**config.mk**
```make
export PLATFORM = sky130hd
export DESIGN_NAME = serial_frame_rx
export DESIGN_NICKNAME = d
export VERILOG_FILES = /design/src/rtl/serial_frame_rx.sv
export SDC_FILE = /design/constraint.sdc
export NUM_CORES = 1
export LEC_CHECK = 0
export BUFFER_PORTS_ARGS = -buffer_cell sky130_fd_sc_hd__buf_2
export CORE_MARGIN = 2
export CORE_UTILIZATION = 45
export CTS_CLUSTER_DIAMETER = 120
export DETAILED_ROUTE_END_ITERATION = 16
export RECOVER_POWER = 100
export SLEW_MARGIN = 0
export SYNTH_ARGS = -nofsm -noshare
export SYNTH_HDL_FRONTEND = slang
export SYNTH_SLANG_ARGS = --single-unit
```
**constraint.sdc**
```tcl
create_clock -name clk -period 1.95 [get_ports clk]
set_clock_uncertainty 0.2 [all_clocks]
set_input_delay 0.2925 -clock clk [delete_from_list [all_inputs] [get_ports clk]]
set_output_delay 0.2925 -clock clk [all_outputs]
set_load 0.005 [all_outputs]
```
**src/rtl/serial_frame_rx.sv**
```systemverilog
// Serial frame receiver: start bit, DATA_W data bits LSB first, optional even parity, stop bit.
// Good frames go out on a valid/ready buffer; bad or overrun frames raise one-cycle flags.
module serial_frame_rx #(
    parameter int DATA_W    = 8,
    parameter bit PARITY_EN = 1'b1
) (
    input  logic              clk,
    input  logic              clear_n,
    input  logic              si,
    input  logic              ready,
    output logic [DATA_W-1:0] data_out,
    output logic              valid,
    output logic              parity_err,
    output logic              frame_err,
    output logic              overrun
);
    localparam int CW = $clog2(DATA_W);
    localparam logic [CW-1:0] LAST = CW'(DATA_W - 1);

    localparam logic [1:0] IDLE   = 2'd0;
    localparam logic [1:0] DATA   = 2'd1;
    localparam logic [1:0] PARITY = 2'd2;
    localparam logic [1:0] STOP   = 2'd3;

    logic [1:0]        r_state;
    logic [CW-1:0]     r_cnt;
    logic [DATA_W-1:0] r_shift;
    logic [DATA_W-1:0] r_data;
    logic              r_par;
    logic              r_valid;
    logic              r_perr;
    logic              r_ferr;
    logic              r_ovr;
    logic              w_par_bad;

    // r_par accumulates data XOR parity bit; nonzero at STOP means odd total
    assign w_par_bad = PARITY_EN && r_par;

    always_ff @(posedge clk or negedge clear_n) begin
        if (!clear_n) begin
            r_state <= IDLE;
            r_cnt   <= '0;
            r_shift <= '0;
            r_data  <= '0;
            r_par   <= 1'b0;
            r_valid <= 1'b0;
            r_perr  <= 1'b0;
            r_ferr  <= 1'b0;
            r_ovr   <= 1'b0;
        end else begin
            r_perr <= 1'b0;
            r_ferr <= 1'b0;
            r_ovr  <= 1'b0;
            if (r_valid && ready)
                r_valid <= 1'b0;
            case (r_state)
                IDLE: begin
                    if (!si) begin
                        r_state <= DATA;
                        r_cnt   <= '0;
                        r_par   <= 1'b0;
                    end
                end
                DATA: begin
                    r_shift[r_cnt] <= si;
                    r_par          <= r_par ^ si;
                    r_cnt          <= r_cnt + CW'(1);
                    if (r_cnt == LAST)
                        r_state <= PARITY_EN ? PARITY : STOP;
                end
                PARITY: begin
                    r_par   <= r_par ^ si;
                    r_state <= STOP;
                end
                STOP: begin
                    // Always back to IDLE: a zero stop bit is not taken as a new start
                    r_state <= IDLE;
                    r_ferr  <= !si;
                    r_perr  <= w_par_bad;
                    if (si && !w_par_bad) begin
                        if (!r_valid || ready) begin
                            r_data  <= r_shift;
                            r_valid <= 1'b1;
                        end else begin
                            r_ovr <= 1'b1;
                        end
                    end
                end
                default: r_state <= IDLE;
            endcase
        end
    end

    assign data_out   = r_data;
    assign valid      = r_valid;
    assign parity_err = r_perr;
    assign frame_err  = r_ferr;
    assign overrun    = r_ovr;
endmodule
```
==> qor.csv, run 1 <==
metric,value,unit
status,"finished, final reports clean",
postCtsSetupRepairBufs,0,
rr_worst_depth,5,
drive_above_1_share,0.3962,
firstDrtPassIters,4,
ctsHtreeMaxLevel,1,
utilization,0.5395,
preCtsSetupSlack,100.9,ps
hold_depth,3,
final_area,0.001349,mm²
stdcell_count,136,
die_h,55.53,µm
rrSetupSlack,110,ps
hold_viol,0,
coreArea,0.002500,mm²
min_to,overrun,
finalSetupViolCount,0,
min_path_type,primary input to flip-flop,
antenna_found_initial,0,
hold_ws,22.26,ps
synth_edf_count,0,
r2r-start,r_state[1],
grt_pass1_vias,730,
tightest_slew,649.8,ps
finalSetupTns,0,ps
diodes,0,
wl_per_cell,13.37,µm
io_pins,16,
yosys.area.top_type,dfrtp_1,
p_leak,0.6534,nW
cap_viol_max_count,0,
total_power,2.008,mW
drtIter0Drc,20,
path_clk_slew,150,ps
ys.flop_type,dfrtp_1,
fin_nets,119,
clk_latency,320,ps
min_from,ready,
fill_cells,216,
wl,1.818,mm
synthToLayoutAreaGrowth,12.88,%
ys_types,21,
final_common_cell,dfrtp_1,
async_flop_share,1.000,
hpwl,1.307,mm
path_class,flip-flop to flip-flop,
grt_pass1_wl,3.360,mm
final_cell_mix,"26 x dfrtp_1, 18 x mux2_2, 13 x buf_2",
post-route-period-util,0.9460,
fmax,542.1,MHz
cts.sinks,26,
start_util,0.4780,
ys_warn_count,0,
root_buffer,clkbuf_4,
ys_ff_latch,26,
power_density,1489,mW/mm²
r2r_end,r_shift[0],
postSynthCellCount,88,
via_count,694,
cts_max_path_buffers,2,
synth_area,0.001195,mm²
setup_slack,105.3,ps
cp_max_fo,8,
gp_congestion,0.7607,
cts_buffers,3,
rsz0062_at_grt,false,
max_slew_margin,0.5668,
critPathArrivalTime,1870,ps
synth_nets,100,
syn_avg_cell_area,13.58,µm²
antenna_left,0,
peakVddDrop,0.9555,mV
dieArea,0.003084,mm²
cts_tree,built,
dpl.cell_count,131,
cp.required,1980,ps
grt.overflow.total,0,
portBuffers,15,
endpoint_kind,flip-flop,
rows,18,
layout_min_cycle_time,1845,ps
die_w,55.53,µm
gr-usage-all-layers,0.1358,
placed_cell_area,0.001290,mm²
cp-start-kind,flip-flop,
viasPerCell,5.103,
synth_top_area_frac,0.5445,
yosysSeqAreaShare,0.5445,
final_max_slew_viol_count,0,
grt_max_degree,27,
drc_errors,0,
ys_top_cells_by_area,"dfrtp_1 54%, mux2_2 17%, ha_1 8.4%",
==> registers in the layout, indices dropped and copies added, names as in the netlist <==
register,cells
valid,1
r_cnt,3
r_par,1
parity_err,1
frame_err,1
data_out,8
overrun,1
r_shift,8
r_state,2
==> report_power, final <==
| part | internal [mW] | switching, mW |
|---|---|---|
| clock network | 0.208 | 0.162 |
| registers | 0.759 | 0.140 |
| logic | 0.413 | 0.326 |
==> worst max path at each step <==
| stage | startpoint | endpoint | slack (ps) | cells after the start |
|---|---|---|---|---|
| floorplan | r_state[1] | r_shift[4] | 250 | 5 |
| global placement | r_state[1] | r_shift[4] | 170 | 5 |
| detailed placement | r_state[1] | r_shift[0] | 100 | 5 |
| CTS | r_state[1] | r_shift[0] | 90 | 5 |
| global route | r_state[1] | r_shift[0] | 8 | 5 |
| finish | r_state[1] | r_shift[0] | 110 | 5 |
==> critical path, stage by stage (launching register included) <==
cell      delay, ps
dfrtp_1         430
inv_1           110
ha_1            320
nand2b_2        140
nor3_1          200
mux2_2          360
==> synthesized netlist by cell type, drive strengths merged (2+ instances only) <==
library cell and count:
mux2 18, nand2 4, nand4b 2, ha 8
nor2b 4, a32o 3, nor2 3, inv 4
o21ai 2, nor3b 2, dfrtp 26, nand2b 2
buf 4
==> layer usage <==
| layer | GRT usage | part of all wire |
|---|---|---|
| met5 | 0 | 0 |
| met4 | 0.04181 | 0.0066 |
| met3 | 0.02810 | 0.025 |
| met2 | 0.2262 | 0.48 |
| met1 | 0.1773 | 0.48 |
==> cell families after synthesis <==
kind of cell,count (synthesis),synth area share
DFF,26,0.5445
and+or+nand+nor,21,0.1162
muxes,18,0.1696
buffers and inverters,8,0.03979
adders and majority gates,8,0.08377
AOI/OAI and AO/OA,7,0.04607
==> layout make-up <==
| type | instances | area, µm² | area share |
|---|---|---|---|
| well taps | 30 | 37.54 | 0.02783 |
| clock buffers | 3 | 22.52 | 0.01670 |
| repair buffers | 18 | 96.34 | 0.07143 |
| inverters | 4 | 15.01 | 0.01113 |
| clock inverters | 1 | 30.03 | 0.02226 |
| multi-input cells | 54 | 496.7 | 0.3683 |
| flip-flops and latches | 26 | 650.6 | 0.4824 |
==> repair_timing <==
| item | CTS | global route |
|---|---|---|
| hold buffers | 1 | 0 |
| gates resized for setup | 0 | 0 |
| hold endpoints to repair | 26 | 0 |
(Power assumes the default switching activity.)
==> inputs of run 2 (changes only) <==
==> constraint.sdc (replaced) <==
create_clock -name clk -period 1.95 [get_ports clk]
set_clock_uncertainty 0.2 [all_clocks]
set_input_delay 0.2925 -clock clk [delete_from_list [all_inputs] [get_ports clk]]
set_output_delay 0.2925 -clock clk [all_outputs]
set_load 0.02 [all_outputs]
==> qor.csv, run 2 (same netlist as run 1, synthesis figures left out) <==
metric,value,unit,change
status,"finished, final reports clean",,unchanged
ctsResizeCount,0,,unchanged
hpwl,1.307,mm,unchanged
viasPerCell,5.118,,was 5.103
wl_per_cell,13.35,µm,was 13.37 µm
fill_cells,218,,was 216
antenna_found_initial,0,,unchanged
rr_worst_depth,5,,unchanged
root_buffer,clkbuf_4,,unchanged
drtIter0Drc,20,,unchanged
cts_max_path_buffers,2,,unchanged
path_clk_slew,150,ps,about the same
grt.overflow.total,0,,unchanged
grt_pass1_wl,3.360,mm,unchanged
min_to,overrun,,unchanged
diodes,0,,unchanged
cp.required,1980,ps,about the same
cts.sinks,26,,unchanged
dieArea,0.003084,mm²,unchanged
finalSetupTns,0,ps,unchanged
die_w,55.53,µm,unchanged
critPathArrivalTime,1870,ps,about the same
rrSetupSlack,110,ps,about the same
hold_depth,3,,unchanged
gp_congestion,0.7607,,unchanged
fin_nets,119,,unchanged
peakVddDrop,0.9779,mV,was 0.9555 mV
cts_buffers,3,,unchanged
io_pins,16,,unchanged
fmax,543.3,MHz,was 542.1 MHz
hold_viol,0,,unchanged
cp-start-kind,flip-flop,,unchanged
p_leak,0.6145,nW,was 0.6534 nW
wl,1.816,mm,was 1.818 mm
drc_errors,0,,unchanged
finalSetupViolCount,0,,unchanged
coreArea,0.002500,mm²,unchanged
layout_min_cycle_time,1841,ps,was 1845 ps
synthToLayoutAreaGrowth,11.73,%,was 12.88%
min_from,ready,,unchanged
ctsHtreeMaxLevel,1,,unchanged
power_density,1577,mW/mm²,was 1489 mW/mm²
max_slew_margin,0.5657,,was 0.5668
min_path_type,primary input to flip-flop,,unchanged
rows,18,,unchanged
final_common_cell,dfrtp_1,,unchanged
path_class,flip-flop to flip-flop,,unchanged
antenna_left,0,,unchanged
clk_latency,320,ps,about the same
total_power,2.105,mW,was 2.008 mW
gr-usage-all-layers,0.1358,,unchanged
grt_pass1_vias,730,,unchanged
final_max_slew_viol_count,0,,unchanged
tightest_slew,651.5,ps,was 649.8 ps
via_count,696,,was 694
utilization,0.5340,,was 0.5395
cts_tree,built,,unchanged
cap_viol_max_count,0,,unchanged
die_h,55.53,µm,unchanged
drive_above_1_share,0.2925,,was 0.3962
start_util,0.4780,,unchanged
post-route-period-util,0.9439,,was 0.9460
r2r-start,r_state[1],,unchanged
r2r_end,r_shift[0],,unchanged
portBuffers,15,,unchanged
rsz0062_at_grt,false,,unchanged
cp_max_fo,8,,unchanged
grt_max_degree,27,,unchanged
endpoint_kind,flip-flop,,unchanged
final_cell_mix,"26 x dfrtp_1, 18 x mux2_2, 12 x clkbuf_1",,"was 26 x dfrtp_1, 18 x mux2_2, 13 x buf_2"
firstDrtPassIters,4,,unchanged
==> run 2: critical path, cell delays in order, from the launching register on <==
cell and delay, ps:
dfrtp_1 430, inv_1 110, ha_1 320, nand2b_2 140
nor3_1 200, mux2_2 360
==> run 2: cell type report <==
cell class              instances  area [µm²]  area share
flip-flops and latches         26       650.6      0.4873
multi-input cells              54       496.7      0.3721
repair buffers                 18       82.58     0.06186
well taps                      30       37.54     0.02812
clock inverters                 1       30.03     0.02249
clock buffers                   3       22.52     0.01687
inverters                       4       15.01     0.01125
==> run 2: per-stage QoR <==
| stage | hold WS, ps | setup WS [ps] | instances | instance area [µm²] |
|---|---|---|---|---|
| after floorplan | -203.1 | 253.0 | 88 | 1195 |
| after global placement | 123.6 | 172.1 | 131 | 1290 |
| after detailed placement | 137.0 | 100.9 | 131 | 1290 |
| after CTS | 14.39 | 94.75 | 136 | 1353 |
| after global routing | 20.94 | 8.189 | 136 | 1335 |
| final | 22.38 | 109.3 | 136 | 1335 |
==> run 2: routing by layer <==
metal  vias to the layer above  part of all wire  GRT usage
met3                         2             0.027    0.02810
li1                        343                 -          -
met2                         8              0.49     0.2262
met4                         0            0.0066    0.04181
met1                       343              0.47     0.1773
met5                         -                 0          0
==> run 2: worst max-delay path by stage <==
stage               start          to  slack, ps
6_report       r_state[1]  r_shift[0]        110
2_1_floorplan  r_state[1]  r_shift[4]        250
3_5_place_dp   r_state[1]  r_shift[0]        100
3_3_place_gp   r_state[1]  r_shift[4]        170
5_1_grt        r_state[1]  r_shift[0]          8
4_1_cts        r_state[1]  r_shift[0]         90
==> run 2: what timing repair did <==
action / in CTS / in global routing
hold buffers: 1 / 0
endpoints found under the setup margin: 0 / 0
hold endpoints to repair: 26 / 0
buffers inserted: 0 / 0
==> run 2: power by group <==
| part | switching, mW | internal (mW) |
|---|---|---|
| combinational | 0.441 | 0.390 |
| clock | 0.163 | 0.208 |
| sequential | 0.143 | 0.759 |
| total | 0.747 | 1.36 |
